`config.mk`:
```
export PLATFORM = sky130hd
export DESIGN_NAME = tz_secure_mailbox
export DESIGN_NICKNAME = d
export VERILOG_FILES = /design/src/rtl/tz_secure_mailbox.sv
export SDC_FILE = /design/constraint.sdc
export NUM_CORES = 1
export LEC_CHECK = 0
export CAP_MARGIN = 0
export CORE_AREA = 2 2 200 251
export DETAILED_ROUTE_END_ITERATION = 7
export DIE_AREA = 0 0 202 253
export HOLD_SLACK_MARGIN = 0.08
export PLACE_DENSITY = 0.75
export RECOVER_POWER = 50
export SYNTH_ARGS = -nofsm -noshare
export SYNTH_HDL_FRONTEND = slang
export SYNTH_SLANG_ARGS = --single-unit
```
`constraint.sdc`:
```
create_clock -name clk -period 3.2 [get_ports clk]
set_clock_uncertainty 0.05 [all_clocks]
set_input_delay 0.64 -clock clk [delete_from_list [all_inputs] [get_ports clk]]
set_output_delay 0.64 -clock clk [all_outputs]
set_load 0.02 [all_outputs]
```
`src/rtl/tz_secure_mailbox.sv`:
```
// TrustZone mailbox: per-channel security-tagged FIFOs with attribute checks on
// write/read/config, a saturating violation counter and non-secure lockdown.

module tz_mb_fifo #(
  parameter int W     = 33,
  parameter int DEPTH = 4
) (
  input  logic         clk,
  input  logic         rst_n,
  input  logic         push,
  input  logic         pop,
  input  logic         scrub,
  input  logic [W-1:0] din,
  output logic [W-1:0] head,
  output logic         empty,
  output logic         full
);
  localparam int AW = $clog2(DEPTH);

  logic [W-1:0] mem [DEPTH];
  logic [AW:0]  wp, rp;

  always_ff @(posedge clk or negedge rst_n) begin
    if (!rst_n) begin
      wp <= '0;
      rp <= '0;
    end else begin
      if (push) wp <= wp + 1'b1;
      if (pop)  rp <= rp + 1'b1;
    end
  end

  // push targets a free slot and scrub a live one, so the addresses never collide
  always_ff @(posedge clk) begin
    if (push)  mem[wp[AW-1:0]] <= din;
    if (scrub) mem[rp[AW-1:0]] <= '0;
  end

  assign head  = mem[rp[AW-1:0]];
  assign empty = (wp == rp);
  assign full  = (wp[AW] != rp[AW]) && (wp[AW-1:0] == rp[AW-1:0]);
endmodule

module tz_secure_mailbox #(
  parameter  int DATA_W     = 32,
  parameter  int NCH        = 4,
  parameter  int DEPTH      = 4,
  parameter  int CNT_W      = 4,
  parameter  int VIOL_LIMIT = 3,
  localparam int CH_W       = $clog2(NCH)
) (
  input  logic              clk,
  input  logic              rst_n,
  input  logic              wr_valid,
  output logic              wr_ready,
  input  logic [CH_W-1:0]   wr_ch,
  input  logic [DATA_W-1:0] wr_data,
  input  logic              wr_sec,
  input  logic              rd_req,
  input  logic [CH_W-1:0]   rd_ch,
  input  logic              rd_sec,
  output logic              rd_valid,
  output logic [DATA_W-1:0] rd_data,
  output logic              rd_err,
  input  logic              cfg_we,
  input  logic [CH_W-1:0]   cfg_ch,
  input  logic              cfg_secure_only,
  input  logic              cfg_sec,
  input  logic              lock_clr,
  output logic [NCH-1:0]    secure_only,
  output logic [NCH-1:0]    empty,
  output logic [NCH-1:0]    full,
  output logic [CNT_W-1:0]  viol_count,
  output logic              locked,
  output logic              irq_viol
);
  typedef enum logic [1:0] {S_OPEN, S_ALERT, S_LOCKED} state_t;
  localparam logic [CNT_W-1:0] CNT_MAX = '1;

  state_t                     state;
  logic [NCH-1:0][DATA_W:0]   head;
  logic [NCH-1:0]             push, pop, scrub;
  logic                       wv, cv, rv, rd_lock, rd_mt, pop_ok, push_ok;
  logic [1:0]                 inc;
  logic [CNT_W:0]             cnt_sum;

  assign locked   = (state == S_LOCKED);
  assign wv       = wr_valid & wr_sec & (secure_only[wr_ch] | locked);
  assign cv       = cfg_we & cfg_sec;
  assign wr_ready = wv | ~full[wr_ch];
  assign push_ok  = wr_valid & ~wv & ~full[wr_ch];

  assign rd_lock  = rd_req & rd_sec & locked;
  assign rd_mt    = rd_req & ~rd_lock & empty[rd_ch];
  assign pop_ok   = rd_req & ~rd_lock & ~empty[rd_ch];
  // non-secure reader hitting a secure-tagged head burns the entry
  assign rv       = pop_ok & rd_sec & ~head[rd_ch][DATA_W];

  assign inc      = 2'(wv) + 2'(rd_lock | rv) + 2'(cv);
  assign cnt_sum  = {1'b0, viol_count} + (CNT_W+1)'(inc);

  always_comb begin
    push  = '0;
    pop   = '0;
    scrub = '0;
    if (push_ok) push[wr_ch]  = 1'b1;
    if (pop_ok)  pop[rd_ch]   = 1'b1;
    if (rv)      scrub[rd_ch] = 1'b1;
  end

  for (genvar c = 0; c < NCH; c++) begin : g_ch
    tz_mb_fifo #(.W(DATA_W+1), .DEPTH(DEPTH)) u_fifo (
      .clk   (clk),
      .rst_n (rst_n),
      .push  (push[c]),
      .pop   (pop[c]),
      .scrub (scrub[c]),
      .din   ({wr_sec, wr_data}),
      .head  (head[c]),
      .empty (empty[c]),
      .full  (full[c])
    );
  end

  always_ff @(posedge clk or negedge rst_n) begin
    if (!rst_n) begin
      rd_valid <= 1'b0;
      rd_err   <= 1'b0;
      rd_data  <= '0;
    end else begin
      rd_valid <= rd_req;
      rd_err   <= rd_lock | rd_mt | rv;
      rd_data  <= (pop_ok & ~rv) ? head[rd_ch][DATA_W-1:0] : '0;
    end
  end

  always_ff @(posedge clk or negedge rst_n) begin
    if (!rst_n) secure_only <= '1;
    else if (cfg_we && !cfg_sec) secure_only[cfg_ch] <= cfg_secure_only;
  end

  // state follows last cycle's count, so lock lags the count by one edge
  always_ff @(posedge clk or negedge rst_n) begin
    if (!rst_n) begin
      state      <= S_OPEN;
      viol_count <= '0;
      irq_viol   <= 1'b0;
    end else begin
      irq_viol <= |inc;
      if (lock_clr)          viol_count <= '0;
      else if (cnt_sum[CNT_W]) viol_count <= CNT_MAX;
      else                   viol_count <= cnt_sum[CNT_W-1:0];
      if (lock_clr)                              state <= S_OPEN;
      else if (viol_count >= CNT_W'(VIOL_LIMIT)) state <= S_LOCKED;
      else if (viol_count != '0)                 state <= S_ALERT;
      else                                       state <= S_OPEN;
    end
  end
endmodule

```
==> reports/summary.md, run 1 <==
* completed — result of the run
* 10 — Register-to-Register Path Depth
* 0 — number of flops mapped to enable cells by yosys
* 1050 nW/um^2 — power density over the cells
* sky130_fd_sc_hd__nor2_1 — library cell with the highest instance count after synthesis
* 39.9% — proportion of netlist area held by the largest area contributor
* 0.06 ns — Reg clk slew, reported paths
* yes — setup repair after global routing missed its margin
* 6 — number of iterations in the first detailed-routing pass
* sky130_fd_sc_hd__dfxtp_1, sky130_fd_sc_hd__mux2i_1, sky130_fd_sc_hd__mux4_2 — cell types with the largest area share after synthesis
* 91 — total number of placement rows
* flop — sort of element at the start of the critical path
* viol_count[3]$_DFF_PN0_ — capture instance of the worst register-to-register path
* g_ch[1].u_fifo.mem[3][25]$_SDFFE_PP0P_ — Worst Hold Endpoint
* 0 — max-capacitance violation count
* 42.3 mm — HPWL reported at the end of detailed placement
* 56 — number of distinct library cells after synthesis
* 0 — overflow left after global routing
* sky130_fd_sc_hd__dfxtp_1 — most frequently used flop master after synthesis
* 0.441 ns — hold slack
* 18100 — count of vias placed by the detailed router
* 11.6% — Async S/R FF share, synth
* 3706 — Layout fillers
* 1.23 ns — actual slew at the worst max-slew pin
* 0.838 — final RePlAce weighted congestion
* 1402 — initial detailed-routing violation count
* 101 — io pins
* 0 — Synthesis Warnings
* g_ch[0].u_fifo.rp[0]$_DFFE_PN0P_ — Crit Reg-Reg Startpoint
* 38.0% — combinational fraction of design power
* 48800 um^2 — placeable core region
* 45 — maximum number of pins on one net before global-route repair
* reg2reg — Crit Path Category
* 11.6 um^2 — post-synthesis average cell area
* 0 — # DRC
* 0.557 mV — Max rail drop VDD
* 10.6 mW — switching power of the nets
* 0 — pins over their slew limit
* 71.0 mm — post-detailed-routing wire length
* 0 — count of endpoints failing setup in the final report
* 18500 — number of global-route vias before repair
* 99.2% — Final Cycle Share
* g_ch[1].u_fifo.mem[3][25]$_SDFFE_PP0P_ — worst min-delay path startpoint
* sky130_fd_sc_hd__dfxtp_1 — cell type with the largest total area after synthesis
* 18.3% — relative slew slack
* 2373 — Synth Net Count
* 21.4% — clock network fraction of design power
* 62.5% — final standard cell utilization of the core
* 3.63 ns — required time of the critical path
* 17.8% — share of final-layout standard cells stronger than drive strength 1
* 0 — count of inserted antenna diode cells
* 23.4 um — DR WL/cell
* 26500 um^2 — cell area after synthesis
* 33.1% — switching share of power
* 253 um — die height
* 0.03 ns — setup slack of the worst register-to-register path
* 13200 um^2 — area taken by multi-input logic gates
* 46.5% — part of the Yosys area used for sequential elements
* 2289 — cells after synthesis
* 40.6% — fraction of power consumed by sequential logic
* flop — crit path capture type
* reg2reg — worst min-delay path class
* 2 — number of stages on the worst hold path
* 54.2% — Initial Utilization
* 315 MHz — highest achievable clock rate
* 5.94 — via density per instance
* sky130_fd_sc_hd__clkbuf_16 — Clk Tree Root Cell
* 2427 — Total Nets Final
* 12300 um^2 — Storage cell area
* 14.9 nW — static leakage
* 3.60 ns — data arrival time of the critical path
* sky130_fd_sc_hd__nor2_1, sky130_fd_sc_hd__mux2i_1, sky130_fd_sc_hd__dfxtp_1 — most instantiated cells after synthesis
* 0 — initial antenna violation count
* 28.0% — aggregate global-route resource usage
* 51100 um^2 — Die Area
* 3 — Max Buffers Root-to-Sink
* 597 — number of clock sinks
* 2 — maximum level of the CTS H-tree
* 0 — remaining antenna violation count after routing
* 57 — number of buffers created by CTS
* 5 — maximum fanout along the worst path
* 0.63 ns — clock insertion delay at the later pin of the skew report
* 30500 um^2 — Layout Cell Area excl Fill
* 21.5 mW — Internal
* 0 — final hold viol count
* 28500 um^2 — placement-stage cell area
* 202 um — Chip Width
* done — TritonCTS clock tree
* 100 — Port Buffer Count
* 597 — Seq cells post-synth
* 3.17 ns — final critical path time including I/O delays and setup
* 109 mm — global-route wire length before repair
* 15.3% — Syn-to-layout area delta
[worst max path at each step]
stage | endpoint | cells after the start | from
6_report | viol_count[3]$_DFF_PN0_ | 10 | g_ch[0].u_fifo.rp[0]$_DFFE_PN0P_
5_1_grt | viol_count[3]$_DFF_PN0_ | 10 | g_ch[0].u_fifo.rp[0]$_DFFE_PN0P_
4_1_cts | viol_count[2]$_DFF_PN0_ | 11 | g_ch[0].u_fifo.rp[0]$_DFFE_PN0P_
3_5_place_dp | viol_count[2]$_DFF_PN0_ | 11 | rd_sec
3_3_place_gp | viol_count[2]$_DFF_PN0_ | 11 | rd_sec
2_1_floorplan | viol_count[2]$_DFF_PN0_ | 13 | g_ch[0].u_fifo.rp[0]$_DFFE_PN0P_
[stage by stage]
| step | TNS (ns) | total power [mW] | setup WS [ns] | cells |
|---|---|---|---|---|
| 2_1_floorplan | -0.385 | 21.5 | -0.111 | 2289 |
| 6_report | 0 | 32.1 | 0.0264 | 3040 |
| 3_5_place_dp | -0.988 | 25.1 | -0.252 | 2932 |
| 3_3_place_gp | -0.803 | 24.4 | -0.246 | 2932 |
| 5_1_grt | -0.278 | 33.9 | -0.0834 | 3040 |
| 4_1_cts | 0 | 32.1 | 0.00188 | 3038 |
[registers in the layout, summed over array words and instances, names as in the netlist]
signal           cells
viol_count           4
irq_viol             1
g_ch.u_fifo.rp      12
secure_only          4
g_ch.u_fifo.wp      12
g_ch.u_fifo.mem    528
rd_data             32
rd_valid             1
rd_err               1
state                2
[layout make-up]
class | count | share of cell area, %
Sequential cell | 597 | 40.3
Tap cell | 651 | 2.67
Clock inverter | 23 | 0.824
Multi-Input combinational cell | 1461 | 43.3
Timing Repair Buffer | 198 | 7.06
Inverter | 28 | 0.344
Clock buffer | 82 | 5.48
[power by group through the flow]
stage / Combinational (mW) / Clock, mW / Sequential [mW]
floorplan: 8.74 / 0 / 12.7
CTS: 12.1 / 6.99 / 13.0
global placement: 11.6 / 0 / 12.8
finish: 12.2 / 6.89 / 13.0
global route: 13.2 / 7.27 / 13.4
detailed placement: 12.0 / 0 / 13.1
[critical path, cell delays in order, from the launching register on]
cell and delay [ns]:
sky130_fd_sc_hd__dfrtp_2 0.37, sky130_fd_sc_hd__mux4_2 0.50, sky130_fd_sc_hd__or4b_4 0.52, sky130_fd_sc_hd__nand3_4 0.08, sky130_fd_sc_hd__nand3_2 0.08, sky130_fd_sc_hd__fa_1 0.58, sky130_fd_sc_hd__inv_2 0.05, sky130_fd_sc_hd__ha_4 0.16
sky130_fd_sc_hd__fa_2 0.40, sky130_fd_sc_hd__nor2b_1 0.14, sky130_fd_sc_hd__a311oi_1 0.10
[logic make-up (layout without fill, tap and decap cells)]
| group | count (synthesis) | count (layout) | synth area share (%) |
|---|---|---|---|
| adders and majority gates | 36 | 36 | 1.76 |
| muxes | 704 | 704 | 34.5 |
| and+or+nand+nor | 664 | 664 | 10.8 |
| buffers and inverters | 231 | 331 | 4.44 |
| xor gates and xnor gates | 32 | 32 | 1.06 |
| AOI/OAI and AO/OA | 25 | 25 | 0.993 |
| DFF | 597 | 597 | 46.5 |
[cell usage in the layout, fill, tap and decap left out, types with 23 or more instances in the layout]
master                            count
sky130_fd_sc_hd__clkbuf_16           59
sky130_fd_sc_hd__nor2b_1             34
sky130_fd_sc_hd__dfrtp_1             57
sky130_fd_sc_hd__ha_1                33
sky130_fd_sc_hd__buf_12              34
sky130_fd_sc_hd__buf_4               61
sky130_fd_sc_hd__inv_1               26
sky130_fd_sc_hd__mux4_2             165
sky130_fd_sc_hd__nor2_1             536
sky130_fd_sc_hd__clkdlybuf4s50_1     92
sky130_fd_sc_hd__dfxtp_1            528
sky130_fd_sc_hd__nand2_1             23
sky130_fd_sc_hd__mux2i_1            531
[metal layers]
layer / vias to the layer above / global-route usage (%) / part of all wire [%]
met1: 9118 / 35.2 / 39
met5: - / 0 / 0
met3: 183 / 4.17 / 7.1
li1: 8064 / - / -
met4: 0 / 11.1 / 3.8
met2: 700 / 48.6 / 50
[repair_timing]
item	CTS	global route
gates resized for setup	7	16
setup endpoints to repair	4	9
hold endpoints to repair	38	0
hold buffers	1	0
setup buffers	0	2
pin swaps	0	7
(Power assumes the default switching activity.)
==> run 2, diff against run 1 <==
Settings changed: PLACE_DENSITY 0.75 to 0.72.
==> run 2 against run 1 <==
  * Sequential power hardly changed
  * Fmax is 2.5% lower
  * Combinational power hardly changed
  * Total power is 0.34% lower
  * Critical path type unchanged
  * The flow now finishes with violations (negative setup slack)
  * Clock-buffer cell count is 8 higher
  * Critical path depth is 1 higher
  * Non-clock buffer count is 9 higher
==> reports/summary.md, run 2 (synthesis gave the netlist of run 1 again) <==
* finished, violations left — result of the run
* negative setup slack — violations in the final reports
* reg2reg — worst min-delay path class
* 3 — initial antenna violation count, +3
* 42.8 mm — HPWL reported at the end of detailed placement, +1.1%
* 5.89 — via density per instance, -0.85%
* flop — crit path capture type
* 3.25 ns — final critical path time including I/O delays and setup, +0.0808 ns
* 0.811 — final RePlAce weighted congestion, -3.2%
* 91 — total number of placement rows, unchanged
* 102% — Final Cycle Share, +2.5 points
* 49 — maximum number of pins on one net before global-route repair, +8.9%
* 32.0 mW — Total Power Consumption, -0.34%
* -0.0544 ns — fin worst setup slack, -0.0808 ns
* 528 — flip-flop count of the largest register, all copies and words added, unchanged
* -0.144 ns — Fin Setup TNS, -0.144 ns
* 5 — maximum fanout along the worst path, unchanged
* 0 — final hold viol count, unchanged
* 3799 — Layout fillers, +2.5%
* 14.9 nW — static leakage, about the same
* 4 — count of endpoints failing setup in the final report, +4
* 51100 um^2 — Die Area, unchanged
* 28.2% — aggregate global-route resource usage, +0.23 points
* flop — sort of element at the start of the critical path
* yes — setup repair after global routing missed its margin
* reg2reg — Crit Path Category
* 0.63 ns — clock insertion delay at the later pin of the skew report, about the same
* 0 — max-capacitance violation count, unchanged
* 597 — number of clock sinks, unchanged
* 54.2% — Initial Utilization, unchanged
* 307 MHz — highest achievable clock rate, -2.5%
* 55 — number of buffers created by CTS, -3.5%
* 100 — Port Buffer Count, unchanged
* 1050 nW/um^2 — power density over the cells, -0.34%
* 2 — maximum level of the CTS H-tree, unchanged
* sky130_fd_sc_hd__clkbuf_16 — Clk Tree Root Cell
* 101 — io pins, unchanged
* 253 um — die height, unchanged
* 110 mm — global-route wire length before repair, +0.37%
* 0 — pins over their slew limit, unchanged
* 2 — number of stages on the worst hold path, unchanged
* 1290 — initial detailed-routing violation count, -8.0%
* 202 um — Chip Width, unchanged
* 71.7 mm — post-detailed-routing wire length, +1.0%
* 0 — # DRC, unchanged
* sky130_fd_sc_hd__nor2_1 — most frequent standard cell in the layout excluding fill and tap cells
* 15.3% — Syn-to-layout area delta, unchanged
* 11 — Register-to-Register Path Depth, +1
* 13.7% — relative slew slack, -4.6 points
* 0.563 mV — Max rail drop VDD, +1.1%
* 48800 um^2 — placeable core region, unchanged
* 3.69 ns — data arrival time of the critical path, +0.09 ns
* 2434 — Total Nets Final, +0.29%
* 3 — Max Buffers Root-to-Sink, unchanged
* 0 — overflow left after global routing, unchanged
* 3.64 ns — required time of the critical path, about the same
* 23.5 um — DR WL/cell, +0.81%
* done — TritonCTS clock tree
* 0.06 ns — Reg clk slew, reported paths, about the same
* 0 — remaining antenna violation count after routing, unchanged
* 5 — number of iterations in the first detailed-routing pass, -1
* 17.6% — share of final-layout standard cells stronger than drive strength 1, -0.20 points
* 18000 — count of vias placed by the detailed router, -0.62%
* 18300 — number of global-route vias before repair, -0.77%
* 1.29 ns — actual slew at the worst max-slew pin, +0.0652 ns
* sky130_fd_sc_hd__nor2_1, sky130_fd_sc_hd__mux2i_1, sky130_fd_sc_hd__dfxtp_1 — top library cells by usage in the layout, fill and taps aside
## run 2: cell count changes in the layout (fill, tap and decap cells not counted), sizes merged
cell and change:
buf +13, clkinv -12, clkbuf +5, dlygate4sd3 -3
clkdlybuf4s50 +2, diode +2, bufinv -1, clkdlybuf4s15 -1
dlygate4sd2 +1, inv +1
## run 2: area by class of cell
class,count,area [um^2],area share (%)
Clock buffer,90,1710,5.60
Clock inverter,11,160,0.525
Tap cell,651,815,2.67
Multi-Input combinational cell,1461,13200,43.1
Antenna cell,2,5.00,0.0164
Sequential cell,597,12300,40.3
Timing Repair Buffer,207,2250,7.38
Inverter,28,105,0.344
## run 2: final timing paths
path	start	to	slack, ns
setup / recovery	g_ch[0].u_fifo.rp[0]$_DFFE_PN0P_	viol_count[0]$_DFF_PN0_	-0.05
hold / removal	g_ch[3].u_fifo.mem[2][9]$_SDFFE_PP0P_	g_ch[3].u_fifo.mem[2][9]$_SDFFE_PP0P_	0.44
setup reg to reg	g_ch[0].u_fifo.rp[0]$_DFFE_PN0P_	viol_count[0]$_DFF_PN0_	-0.05
hold reg to reg	g_ch[3].u_fifo.mem[2][9]$_SDFFE_PP0P_	g_ch[3].u_fifo.mem[2][9]$_SDFFE_PP0P_	0.44
max in group asynchronous	rst_n	secure_only[1]$_DFFE_PN1P_	1.78
min in group asynchronous	rst_n	g_ch[0].u_fifo.wp[0]$_DFFE_PN0P_	0.60
## run 2: worst max-delay path, cell delays in order, from the launching register on
cell,delay (ns)
sky130_fd_sc_hd__dfrtp_2,0.37
sky130_fd_sc_hd__buf_6,0.10
sky130_fd_sc_hd__mux4_2,0.48
sky130_fd_sc_hd__or4b_4,0.55
sky130_fd_sc_hd__nand3_4,0.08
sky130_fd_sc_hd__nand3_2,0.08
sky130_fd_sc_hd__fa_1,0.55
sky130_fd_sc_hd__inv_2,0.06
sky130_fd_sc_hd__ha_4,0.16
sky130_fd_sc_hd__fa_2,0.39
sky130_fd_sc_hd__a31oi_1,0.20
sky130_fd_sc_hd__nor2_1,0.06
## run 2: routing by layer
layer  vias up  part of all wire [%]  track usage, %
li1       8081                     -               -
met1      9068                    40            35.2
met2       641                    50            49.4
met3       161                   6.1            3.96
met4         2                   3.5            11.5
met5         -                 0.021               0
## run 2: report_power, final
group	switching [mW]	leakage, nW	total, mW	internal [mW]
clock	2.87	0.916	6.76	3.89
combinational	5.81	8.73	12.3	6.44
sequential	1.88	5.30	13.0	11.1
## run 2: through the flow
step	std cells	hold WS (ns)	util [%]	cell area [um^2]	worst slack [ns]
finish	3047	0.439	62.5	30500	-0.0544
global route	3045	0.463	62.5	30500	-0.177
CTS	3044	0.444	62.4	30500	-0.0786
detailed placement	2940	0.428	58.4	28500	-0.275
global placement	2940	0.417	58.4	28500	-0.182
floorplan	2289	0.294	-	26500	-0.111
## run 2: repair_timing
| action | in CTS | in global routing |
|---|---|---|
| resized for setup | 12 | 9 |
| setup endpoints to repair | 7 | 31 |
| hold endpoints to repair | 44 | 0 |
| buffers inserted | 2 | 1 |
| pin swaps | 5 | 4 |
| hold buffers | 1 | 0 |
